--- src/rtl/fetch_unit.sv ---
// Instruction fetch front end: one-outstanding-request fetch with redirect
// handling, combinational predecode for the branch predictor, and a circular fetch queue to decode.
module fetch_unit #(
  parameter int          QUEUE_DEPTH = 4,
  parameter logic [31:0] RESET_PC    = 32'h0
) (
  input  logic        clk,
  input  logic        rst,
  output logic        imem_req,
  output logic [31:0] imem_addr,
  input  logic        imem_ready,
  input  logic [31:0] imem_rdata,
  input  logic [31:0] target_pc,
  input  logic        predict_result,
  input  logic        flush,
  output logic [31:0] pc,
  output logic [31:0] imm,
  output logic        branch,
  output logic        predict,
  output logic        excp,
  output logic        sret,
  output logic [4:0]  rs1,
  output logic [4:0]  rd,
  output logic        pred_stall,
  output logic        out_valid,
  input  logic        out_ready,
  output logic [31:0] out_inst,
  output logic [31:0] out_pc,
  output logic        out_predict
);

  localparam int PW = $clog2(QUEUE_DEPTH);
  localparam int CW = PW + 1;
  localparam logic [CW-1:0] DEPTH_C = CW'(QUEUE_DEPTH);

  typedef enum logic {FETCH, DISCARD} state_t;

  typedef struct packed {
    logic [31:0] inst;
    logic [31:0] pc;
    logic        predict;
  } entry_t;

  state_t        state_reg;
  logic [31:0]   pc_reg;
  logic [31:0]   redirect_reg;
  logic          pending_reg;
  logic [PW-1:0] rd_ptr_reg;
  logic [PW-1:0] wr_ptr_reg;
  logic [CW-1:0] count_reg;
  entry_t        queue_mem [QUEUE_DEPTH];

  logic   commit;
  logic   pop;
  entry_t head;

  // A request already on the bus stays up, with the same address, until answered.
  assign imem_req   = !rst && (pending_reg || (state_reg == FETCH && count_reg < DEPTH_C));
  assign imem_addr  = pc_reg;
  assign pc         = pc_reg;
  assign commit     = (state_reg == FETCH) && imem_req && imem_ready && !flush;
  assign pred_stall = !commit;
  assign out_valid  = (count_reg != '0);
  assign pop        = out_valid && out_ready;

  assign head        = queue_mem[rd_ptr_reg];
  assign out_inst    = head.inst;
  assign out_pc      = head.pc;
  assign out_predict = head.predict;

  always_comb begin
    branch  = 1'b0;
    predict = 1'b0;
    imm     = 32'h0;
    excp    = (imem_rdata == 32'h00000073) || (imem_rdata == 32'h10200073);
    sret    = (imem_rdata == 32'h10200073);
    rs1     = imem_rdata[19:15];
    rd      = imem_rdata[11:7];
    case (imem_rdata[6:0])
      7'b1100011: begin
        branch  = 1'b1;
        predict = 1'b1;
        imm     = {{19{imem_rdata[31]}}, imem_rdata[31], imem_rdata[7],
                   imem_rdata[30:25], imem_rdata[11:8], 1'b0};
      end
      7'b1101111: begin
        branch = 1'b1;
        imm    = {{11{imem_rdata[31]}}, imem_rdata[31], imem_rdata[19:12],
                  imem_rdata[20], imem_rdata[30:21], 1'b0};
      end
      7'b1100111: begin
        branch = 1'b1;
        imm    = {{20{imem_rdata[31]}}, imem_rdata[31:20]};
      end
      default: ;
    endcase
  end

  always_ff @(posedge clk) begin
    if (commit) begin
      queue_mem[wr_ptr_reg] <= '{inst: imem_rdata, pc: pc_reg, predict: predict_result};
    end
  end

  always_ff @(posedge clk or posedge rst) begin
    if (rst) begin
      state_reg    <= FETCH;
      pc_reg       <= RESET_PC;
      redirect_reg <= 32'h0;
      pending_reg  <= 1'b0;
      rd_ptr_reg   <= '0;
      wr_ptr_reg   <= '0;
      count_reg    <= '0;
    end else begin
      if (imem_req) begin
        pending_reg <= !imem_ready;
      end

      case (state_reg)
        FETCH: begin
          if (flush) begin
            if (imem_req && !imem_ready) begin
              redirect_reg <= target_pc;
              state_reg    <= DISCARD;
            end else begin
              pc_reg <= target_pc;
            end
          end else if (commit) begin
            pc_reg <= target_pc;
          end
        end
        DISCARD: begin
          // The stale response is simply not pushed; a fresh flush wins over the saved redirect.
          if (flush) begin
            redirect_reg <= target_pc;
          end
          if (imem_ready) begin
            pc_reg    <= flush ? target_pc : redirect_reg;
            state_reg <= FETCH;
          end
        end
        default: state_reg <= FETCH;
      endcase

      if (flush) begin
        rd_ptr_reg <= '0;
        wr_ptr_reg <= '0;
        count_reg  <= '0;
      end else begin
        if (commit) wr_ptr_reg <= wr_ptr_reg + 1'b1;
        if (pop)    rd_ptr_reg <= rd_ptr_reg + 1'b1;
        if (commit && !pop)      count_reg <= count_reg + 1'b1;
        else if (pop && !commit) count_reg <= count_reg - 1'b1;
      end
    end
  end

endmodule

--- config.mk ---
export PLATFORM = sky130hd
export DESIGN_NAME = fetch_unit
export DESIGN_NICKNAME = d
export VERILOG_FILES = /design/src/rtl/fetch_unit.sv
export SDC_FILE = /design/constraint.sdc
export NUM_CORES = 1
export LEC_CHECK = 0
export ABC_AREA = 1
export CAP_MARGIN = 20
export CORE_MARGIN = 5
export CORE_UTILIZATION = 47
export CTS_BUF_LIST = sky130_fd_sc_hd__clkbuf_8 sky130_fd_sc_hd__clkbuf_16
export DETAILED_ROUTE_END_ITERATION = 6
export PLACE_DENSITY_LB_ADDON = 0.25
export RECOVER_POWER = 50
export SETUP_SLACK_MARGIN = 0.1
export SLEW_MARGIN = 20
export SYNTH_ARGS = -nofsm -noshare
export SYNTH_HDL_FRONTEND = slang
export SYNTH_SLANG_ARGS = --single-unit
--- constraint.sdc ---
create_clock -name clk -period 4.45 [get_ports clk]
set_input_delay 0.89 -clock clk [delete_from_list [all_inputs] [get_ports clk]]
set_output_delay 0.89 -clock clk [all_outputs]
set_load 0.01 [all_outputs]
==> out/qor.yml, run 1 <==
worst_setup_path:
  cp.arrival_ns: 3.25
  critical_path_required_ns: 3.56
  crit_type: "primary input to output port"
  cp-start-kind: "primary input"
  r2r_end: "queue_mem[2][57]$_DFFE_PP_"
  rrSetupSlack_ns: 1.49
  endpoint_kind: "output port"
  r2r_start: "count_reg[2]$_DFFE_PP0P_"
  r2r_cells: 6
  startpoint: "imem_rdata[5]"
  cp_max_fo: 12
die:
  die_x_um: 181
  rows: 62
  initial_utilization_pct: 47.7
  dieArea_um2: 32600
  core_um2: 28700
  chipHeight_um: 181
  ioPinCount: 248
hold_path:
  hold_path_depth: 2
  hp-class: "flip-flop to flip-flop"
  min_from: "redirect_reg[23]$_DFFE_PP0P_"
  whs_endpoint: "redirect_reg[23]$_DFFE_PP0P_"
sta:
  rsz0062_at_grt: "false"
  worst_pin_slew_ns: 1.85
  setup_tns_ns: 0
  slew_violations: 149
  timing.fmax_mhz: 241
  skew_ns: 0.0193
  setup_viol: 0
  fin_crit_ns: 4.14
  relSlewSlack_pct: -23.3
  finalHoldViolCount: 0
  finalCritPeriodShare_pct: 93.1
routing:
  drt_first_iter_violations: 581
  drtAntennaViolNets: 0
  avgRoutedWirePerCell_um: 18.4
  firstDrtPassIters: 4
  wl_um: 32900
  drc: 0
  via_per_inst: 5.31
  vias: 9505
yosys:
  synth.area.mux_share_pct: 0
  synthSimpleGateAreaFrac_pct: 11.1
  yosys-top-cells-area: "edfxtp_1 (57%), dfrtp_1 (13%), o21ai_0 (7.0%), nand2_1 (4.5%), nor2_1 (4.3%)"
  synth_top_family_by_area: "simple AND/OR/NAND/NOR gates"
  ys_seq_elements: 333
  synth_area_um2: 13700
  avgSynthCellArea_um2: 11.5
  syn_nets: 1264
  yosysUniqueCellTypes: 31
  synth_top_area_cell: "edfxtp_1"
  synth_compound_area_share_pct: 11.0
  yosys_warnings: 0
  synth_cells: 1189
  yosysSeqAreaShare_pct: 70.4
  synth_top_cell_area_share_pct: 57.1
  synthAdderAreaFrac_pct: 0.512
  synth_xor_area_share_pct: 0.0640
run_status:
  violations: "capacitance limit, slew limit"
  status: "finished with violations"
global_route:
  grt_overflow: 0
  grt_pass1_wl_um: 52200
  grt_pass1_vias: 9390
  grt_use_total_pct: 19.8
  grt_antenna_before_repair: 1
  grt_max_degree: 134
placed_design:
  dp_hpwl_um: 20100
  port-buffer-count: 247
  gp_congestion: 0.822
flow_run:
  max_cap_violations: 4
cts:
  cts.sinks: 333
  clk_pin_slew_ns: 0.06
  cts-root-buf: "clkbuf_16"
  holdBufCountCts: 0
  cts_resized: 0
  cts_buffers: 35
  cts_buffer_depth: 3
  cts-htree-levels: 2
  insertion_delay_ns: 0.50
  cts_tree: "done"
  post_cts_buffers: 0
pwr:
  ir_drop_mv: 0.320
  finalPower_mw: 9.32
  power_density_nw_per_um2: 536
  p_leak_nw: 6.56
finish:
  nets: 1456
  fill_cells: 2283
  syn_to_final_growth_pct: 27.1
  largest_register_ffs: 260
  drive_gt1_share_pct: 5.77
## where the power goes
group	leakage (nW)	switching, mW	internal (mW)
clock	0.617	1.11	1.86
combinational	2.68	1.28	1.07
sequential	3.26	0.259	3.74
## layout make-up
type,count,area [um2],area share (%)
diodes,1,2.50,0.0144
repair buffers,272,2670,15.3
flip-flops and latches,333,9640,55.4
clock inverters,23,246,1.42
clock buffers,38,940,5.40
well taps,384,480,2.76
inverters,72,274,1.58
multi-input cells,667,3140,18.0
## cells by family (layout without fill, tap and decap cells)
kind of cell             count (synthesis)  count (layout)
other                                    0               1
XOR/XNOR                                 1               1
AND/OR/NAND/NOR                        379             379
buffers and inverters                  189             405
flip-flops                             333             333
adder cells (fa/ha/maj)                  5               5
AO/OA/AOI/OAI                          282             282
## through the flow
| step | std cells | setup slack [ns] | instance area (um2) | hold WS (ns) | utilization (%) |
|---|---|---|---|---|---|
| after floorplan | 1189 | 0.526 | 13700 | 0.483 | - |
| after global placement | 1727 | 0.482 | 16200 | 0.498 | 56.5 |
| after detailed placement | 1727 | 0.380 | 16200 | 0.501 | 56.5 |
| after CTS | 1788 | 0.379 | 17400 | 0.518 | 60.6 |
| after global routing | 1790 | 0.111 | 17400 | 0.540 | 60.6 |
| final | 1790 | 0.309 | 17400 | 0.514 | 60.6 |
## worst max-delay path: stages
cell	delay, ns
dlygate4sd3_1	0.62
nand2_1	0.16
nor2_1	0.25
nand3_1	0.17
nand2_1	0.17
nor2_1	0.15
nor2_1	0.11
buf_4	0.17
clkdlybuf4s50_1	0.55
## layer usage
metal | vias to the layer above | routed length [um] | GRT usage [%] | part of all wire [%]
li1 | 4494 | - | - | -
met1 | 4624 | 14600 | 27.6 | 44
met2 | 341 | 15400 | 31.9 | 47
met3 | 46 | 2240 | 4.66 | 6.8
met4 | 0 | 596 | 4.75 | 1.8
met5 | - | 0 | 0 | 0
## layout by cell type (no fill, tap or decap), drive strengths merged, types with 2 or more instances in the layout
cell,n
edfxtp,260
nand4,3
nand3,46
o22ai,65
a21oi,5
inv,81
nand2,166
dfrtp,73
clkdlybuf4s50,205
or2,2
bufinv,6
nor3,3
ha,4
clkinv,7
dlygate4sd3,42
o21ai,207
nor2,157
buf,17
clkbuf,46
## how the worst max path moves through the flow
stage	endpoint	slack, ns
after global routing	imm[31]	0.11
after detailed placement	imm[31]	0.38
after global placement	imm[20]	0.48
after CTS	imm[31]	0.38
after floorplan	queue_mem[0][0]$_DFFE_PP_	0.53
final	imm[31]	0.31
## synthesized netlist by cell type, drive strengths merged
master / n
a21boi: 1
o21bai: 1
clkbuf: 37
nand4: 3
a21oi: 5
nand3: 46
o22ai: 65
nand2: 166
o21ai: 207
nand3b: 1
nor4: 1
nor3: 3
inv: 72
o31a: 1
dfrtp: 73
buf: 80
edfxtp: 260
ha: 4
or2: 2
fa: 1
xnor2: 1
a22o: 1
nor2: 157
o221ai: 1
Note: power is estimated with default switching activity, not from simulation.
==> run 2: changes to the inputs <==
--- a/config.mk
+++ b/config.mk
@@ -8,7 +8,7 @@
 export ABC_AREA = 1
 export CAP_MARGIN = 20
 export CORE_MARGIN = 5
-export CORE_UTILIZATION = 47
+export CORE_UTILIZATION = 45
 export CTS_BUF_LIST = sky130_fd_sc_hd__clkbuf_8 sky130_fd_sc_hd__clkbuf_16
 export DETAILED_ROUTE_END_ITERATION = 6
 export PLACE_DENSITY_LB_ADDON = 0.25
==> out/qor.yml, run 2 (synthesis results as in run 1) <==
finish:
  syn_to_final_growth_pct: 27.3
  nets: 1449  # -0.48%
  final_cell_area_um2: 17400  # +0.19%
  largest_register_ffs: 260  # unchanged
  final_common_cell: "edfxtp_1"
  mostFrequentLayoutCells: "edfxtp_1 (260), o21ai_0 (195), nand2_1 (165), nor2_1 (152), clkdlybuf4s50_1 (147)"
  drive_gt1_share_pct: 6.14  # +0.37 points
  final_cells: 1791  # +0.056%
  diodes: 0  # -1
routing:
  via_per_inst: 5.20  # -2.0%
  firstDrtPassIters: 5  # +1
  drt_first_iter_violations: 625  # +7.6%
  drc: 0  # unchanged
  wl_um: 32700  # -0.61%
  avgRoutedWirePerCell_um: 18.2  # -0.66%
  vias: 9316  # -2.0%
  drtAntennaViolNets: 0  # unchanged
hold_path:
  hp-class: "flip-flop to flip-flop"
  hold_path_depth: 2  # unchanged
  min_from: "redirect_reg[23]$_DFFE_PP0P_"
  whs_endpoint: "redirect_reg[23]$_DFFE_PP0P_"
sta:
  skew_ns: 0.0163  # -0.00303 ns
  relSlewSlack_pct: -31.3  # -8.1 points
  rsz0062_at_grt: "false"
  fin_crit_ns: 4.16  # +0.0179 ns
  whs_ns: 0.522  # +0.00754 ns
  finalCritPeriodShare_pct: 93.5  # +0.40 points
  worst_pin_slew_ns: 1.97  # +0.121 ns
  timing.fmax_mhz: 240  # -0.43%
  finalHoldViolCount: 0  # unchanged
  slew_violations: 271  # +82%
  setup_tns_ns: 0  # unchanged
  setup_viol: 0  # unchanged
pwr:
  clkPwrFrac_pct: 33.3  # +1.4 points
  swShare_pct: 28.6  # +0.16 points
  p_int_mw: 6.71  # +0.61%
  p_switching_mw: 2.69  # +1.4%
  seqPwrFrac_pct: 42.9  # about the same
  power_density_nw_per_um2: 539  # +0.65%
  combPwrFrac_pct: 23.7  # -1.5 points
  ir_drop_mv: 0.330  # +3.4%
  p_leak_nw: 6.61  # +0.86%
placed_design:
  gp_congestion: 0.863  # +4.9%
  placed_cell_area_um2: 16200  # -0.12%
  dp_hpwl_um: 19900  # -1.4%
  port-buffer-count: 247  # unchanged
  dp.cells: 1726  # -0.058%
cts:
  cts.sinks: 333  # unchanged
  cts_buffer_depth: 3  # unchanged
  cts_tree: "done"
  insertion_delay_ns: 0.51  # about the same
  cts_buffers: 36  # +2.9%
  cts-root-buf: "clkbuf_16"
  cts-htree-levels: 2  # unchanged
  clk_pin_slew_ns: 0.06  # about the same
global_route:
  grt_use_total_pct: 18.9  # -0.95 points
  grt_pass1_vias: 9226  # -1.7%
  grt_max_degree: 74  # -45%
  grt_antenna_before_repair: 0  # -1
  grt_pass1_wl_um: 50700  # -2.8%
  grt_overflow: 0  # unchanged
flow_run:
  max_cap_violations: 4  # unchanged
worst_setup_path:
  cp.arrival_ns: 3.27  # +0.02 ns
  endpoint_kind: "output port"
  startpoint: "imem_rdata[6]"
  critPathBufInv: 3  # unchanged
  cp_max_fo: 12  # unchanged
  crit_type: "primary input to output port"
  cpMostUsedCell: "nor2_1"
  r2r_cells: 6  # unchanged
  cp_num_cells: 9  # unchanged
  slowest_delay_ns: 0.60  # -0.02 ns
  r2r_start: "state_reg$_DFF_PP0_"
  crit_family: "buffers and inverters"
  critical_path_required_ns: 3.56  # about the same
  cp-start-kind: "primary input"
  rrSetupSlack_ns: 1.10  # -0.39 ns
  r2r_end: "queue_mem[2][44]$_DFFE_PP_"
  crit_path_cell_trace: "dlygate4sd3_1 > nand2_1 > nor2_1 > nand3_2 > nand2_1 > nor2_1 > nor2_1 > buf_4 > clkdlybuf4s50_1"
  cpMaxStageDelayCell: "dlygate4sd3_1"
die:
  rows: 63  # +1.6%
  chipHeight_um: 184  # +2.1%
  ioPinCount: 248  # unchanged
  initial_utilization_pct: 45.9  # -1.7 points
  dieArea_um2: 34000  # +4.2%
  die_x_um: 184  # +2.1%
  core_um2: 29800  # +3.8%
run_status:
  violations: "capacitance limit, slew limit"
  status: "finished with violations"
[run 2: cell types whose count changed in the layout (fill, tap and decap cells not counted), moves of 2 or more]
cell,previous run,this run
o21ai_1,10,12
dlygate4sd3_1,42,100
inv_1,77,73
o21ai_0,197,195
clkdlybuf4s50_1,205,147
inv_6,0,3
clkbuf_8,1,3
buf_4,14,9
clkbuf_1,7,3
[run 2: repair_timing]
action,in CTS,in global routing
setup buffers,0,0
resized for setup,0,1
endpoints found under the setup margin,0,12
hold buffers,0,0
hold endpoints to repair,0,0
[run 2: power groups by stage]
| stage | clock network, mW | registers (mW) | logic (mW) |
|---|---|---|---|
| 6_report | 3.13 | 4.03 | 2.23 |
| 5_1_grt | 3.34 | 4.08 | 2.47 |
| 4_1_cts | 3.20 | 4.04 | 2.34 |
| 3_5_place_dp | 0 | 4.10 | 2.33 |
| 3_3_place_gp | 0 | 4.09 | 2.30 |
| 2_1_floorplan | 0 | 4.00 | 1.24 |
[run 2: layout make-up]
type,instances,area (um2)
Sequential cell,333,9640
Clock inverter,25,300
Inverter,72,274
Tap cell,390,488
Multi-Input combinational cell,667,3150
Clock buffer,40,967
Fill cell,2424,12400
Timing Repair Buffer,264,2610
[run 2: how the worst max path moves through the flow]
| stage | slack [ns] | to |
|---|---|---|
| 2_1_floorplan | 0.53 | queue_mem[0][0]$_DFFE_PP_ |
| 3_3_place_gp | 0.37 | imm[20] |
| 5_1_grt | 0.08 | imm[26] |
| 6_report | 0.29 | imm[30] |
| 4_1_cts | 0.28 | imm[30] |
| 3_5_place_dp | 0.28 | imm[30] |
[run 2: metal layers]
metal | vias up | global-route usage (%) | part of all wire [%]
met4 | 0 | 4.97 | 2.2
met1 | 4453 | 25.0 | 42
met2 | 331 | 31.6 | 48
li1 | 4475 | - | -
met5 | - | 0 | 0
met3 | 57 | 4.44 | 7.8
[run 2: stage by stage]
stage                     power [mW]  setup WS [ns]  util [%]
final                           9.40          0.291      58.5
after global routing            9.89         0.0847      58.5
after CTS                       9.58          0.279      58.6
after global placement          6.39          0.367      54.3
after floorplan                 5.24          0.526         -
after detailed placement        6.43          0.284      54.3
[run 2: worst reg2reg max path, delay by kind of cell, from the launching register on]
kind / cells / cell delay [ns]
AO/OA/AOI/OAI: 1 / 0.17
flip-flops: 1 / 0.42
AND/OR/NAND/NOR: 4 / 0.89
buffers and inverters: 1 / 1.40
==> run 3: changes to the inputs <==
==> constraint.sdc (replaced) <==
create_clock -name clk -period 5.2 [get_ports clk]
set_input_delay 1.04 -clock clk [delete_from_list [all_inputs] [get_ports clk]]
set_output_delay 1.04 -clock clk [all_outputs]
set_load 0.01 [all_outputs]
==> out/qor.yml, run 3 (synthesis results as in run 1) <==
run_status:
  status: "finished with violations"
  violations: "capacitance limit, slew limit"
die:
  ioPinCount: 248  # unchanged
  rows: 63  # unchanged
  core_um2: 29800  # unchanged
  chipHeight_um: 184  # unchanged
  dieArea_um2: 34000  # unchanged
  initial_utilization_pct: 45.9  # unchanged
  die_x_um: 184  # unchanged
pwr:
  power_density_nw_per_um2: 448  # -17%
  p_int_mw: 5.46  # -19%
  swShare_pct: 29.5  # +0.88 points
  seqPwrFrac_pct: 44.7  # +1.8 points
  combPwrFrac_pct: 24.7  # +1.0 points
  p_leak_nw: 6.55  # -0.93%
  clkPwrFrac_pct: 30.6  # -2.7 points
  ir_drop_mv: 0.275  # -17%
  p_switching_mw: 2.28  # -15%
global_route:
  grt_use_total_pct: 18.9  # +0.033 points
  grt_antenna_before_repair: 0  # unchanged
  met2_usage_pct: 31.2  # -0.47 points
  grt_max_degree: 71  # -4.1%
  groute.layer.met1.usage_pct: 26.0  # +1.0 points
  grt_pass1_wl_um: 50700  # about the same
  grt_pass1_vias: 9125  # -1.1%
  grt_overflow: 0  # unchanged
  top_usage_layer: "met2"
  use_met3_pct: 4.12  # -0.32 points
cts:
  cts.sinks: 333  # unchanged
  cts_tree: "done"
  cts-htree-levels: 2  # unchanged
  clk_pin_slew_ns: 0.06  # about the same
  post_cts_buffers: 0  # unchanged
  cts_resized: 0  # unchanged
  cts_buffers: 36  # unchanged
  cts_buffer_depth: 3  # unchanged
  cts-root-buf: "clkbuf_16"
  holdBufCountCts: 0  # unchanged
  insertion_delay_ns: 0.51  # about the same
worst_setup_path:
  endpoint_kind: "output port"
  cpMaxStageDelayCell: "clkdlybuf4s50_1"
  slowest_delay_ns: 0.66  # +0.06 ns
  startpoint: "imem_rdata[5]"
  r2r_end: "imem_addr[26]$_DFFE_PP0P_"
  critical_path_required_ns: 4.16  # +0.60 ns
  crit_path_cell_trace: "dlygate4sd3_1 > nand2_1 > nor2_1 > nand3_1 > nand2_1 > nor2_1 > nor2_1 > clkdlybuf4s50_1"
  cpMostUsedCell: "nor2_1"
  crit_end: "imm[28]"
  rrSetupSlack_ns: 2.37  # +1.27 ns
  r2r_cells: 5  # -1
  cp_max_fo: 12  # unchanged
  crit_type: "primary input to output port"
  r2r_start: "state_reg$_DFF_PP0_"
  cp-start-kind: "primary input"
  cp.arrival_ns: 3.70  # +0.43 ns
finish:
  seqCellArea_um2: 9640  # unchanged
  syn_to_final_growth_pct: 26.5
  final_common_cell: "edfxtp_1"
  fill_cells: 2454  # +1.2%
  largest_register_ffs: 260  # unchanged
  final_core_util_pct: 58.1  # -0.38 points
  nets: 1450  # +0.069%
  diodes: 0  # unchanged
  multi_input_area_um2: 3130  # -0.40%
  drive_gt1_share_pct: 5.92  # -0.22 points
  mostFrequentLayoutCells: "edfxtp_1 (260), o21ai_0 (204), nand2_1 (165), clkdlybuf4s50_1 (164), nor2_1 (153)"
  final_cells: 1793  # +0.11%
placed_design:
  place_ws_ns: 0.499  # +0.215 ns
  port-buffer-count: 247  # unchanged
  dp_hpwl_um: 20100  # +1.3%
  gp_congestion: 0.809  # -6.2%
  dp.cells: 1725  # -0.058%
sta:
  relSlewSlack_pct: -14.4  # +17 points
  timing.fmax_mhz: 211
  finalCritPeriodShare_pct: 91.1
  rsz0062_at_grt: "false"
  worst_pin_slew_ns: 1.72  # -0.254 ns
  fin_ws_ns: 0.465  # +0.174 ns
  setup_viol: 0  # unchanged
  finalHoldViolCount: 0  # unchanged
  fin_crit_ns: 4.74
  skew_ns: 0.0198  # +0.00351 ns
  slew_violations: 79  # -71%
  setup_tns_ns: 0  # unchanged
routing:
  avgRoutedWirePerCell_um: 18.3  # +0.37%
  via_per_inst: 5.23  # +0.63%
  firstDrtPassIters: 5  # unchanged
  drtAntennaViolNets: 0  # unchanged
  drc: 0  # unchanged
  vias: 9385  # +0.74%
  wl_um: 32800  # +0.49%
  drt_first_iter_violations: 614  # -1.8%
flow_run:
  max_cap_violations: 2  # -2
hold_path:
  hp-class: "flip-flop to flip-flop"
## run 3: cell types whose count changed in the layout (fill, tap and decap cells not counted), moves of 2 or more
cell and delta:
clkdlybuf4s50_1 +17, dlygate4sd3_1 -17, o21ai_0 +9, o21ai_1 -9, bufinv_16 -6, inv_1 +4
clkinvlp_4 +3, buf_12 +2, buf_4 +2
## run 3: layout make-up
cell class                 instances  share of cell area (%)
sequential                       333                    55.7
multi-input combinational        667                    18.1
timing repair buffer             265                    15.3
clock buffer                      40                    5.59
tap                              390                    2.82
inverter                          72                    1.58
clock inverter                    26                   0.918
## run 3: stage by stage
stage               area (um2)  hold slack, ns  total power [mW]
floorplan                13700           0.483              4.48
global placement         16200           0.498              5.47
detailed placement       16200           0.506              5.50
CTS                      17300           0.520              7.90
global route             17300           0.548              8.15
finish                   17300           0.527              7.75
## run 3: how the worst min path moves through the flow
stage | endpoint | cells past startpoint | slack [ns] | from
after floorplan | redirect_reg[15]$_DFFE_PP0P_ | 2 | 0.48 | redirect_reg[15]$_DFFE_PP0P_
after global placement | redirect_reg[30]$_DFFE_PP0P_ | 2 | 0.50 | redirect_reg[30]$_DFFE_PP0P_
after detailed placement | redirect_reg[30]$_DFFE_PP0P_ | 2 | 0.51 | redirect_reg[30]$_DFFE_PP0P_
after CTS | redirect_reg[30]$_DFFE_PP0P_ | 2 | 0.52 | redirect_reg[30]$_DFFE_PP0P_
after global routing | redirect_reg[13]$_DFFE_PP0P_ | 2 | 0.55 | redirect_reg[13]$_DFFE_PP0P_
final | redirect_reg[18]$_DFFE_PP0P_ | 2 | 0.53 | redirect_reg[18]$_DFFE_PP0P_
## run 3: routing by layer
layer	part of all wire, %	routed length (um)
met3	7.9	2590
met2	47	15400
met1	44	14300
met4	1.6	515
met5	0	0
## run 3: critical path, delay by kind of cell
kind	cells	cell delay (ns)
buffers and inverters	2	1.28
and+or+nand+nor	6	1.37
## run 3: power groups by stage
stage | Clock (mW) | Sequential (mW) | Combinational, mW
after floorplan | 0 | 3.42 | 1.06
after global placement | 0 | 3.51 | 1.96
after detailed placement | 0 | 3.52 | 1.98
after CTS | 2.43 | 3.47 | 2.00
after global routing | 2.54 | 3.50 | 2.11
final | 2.37 | 3.46 | 1.91
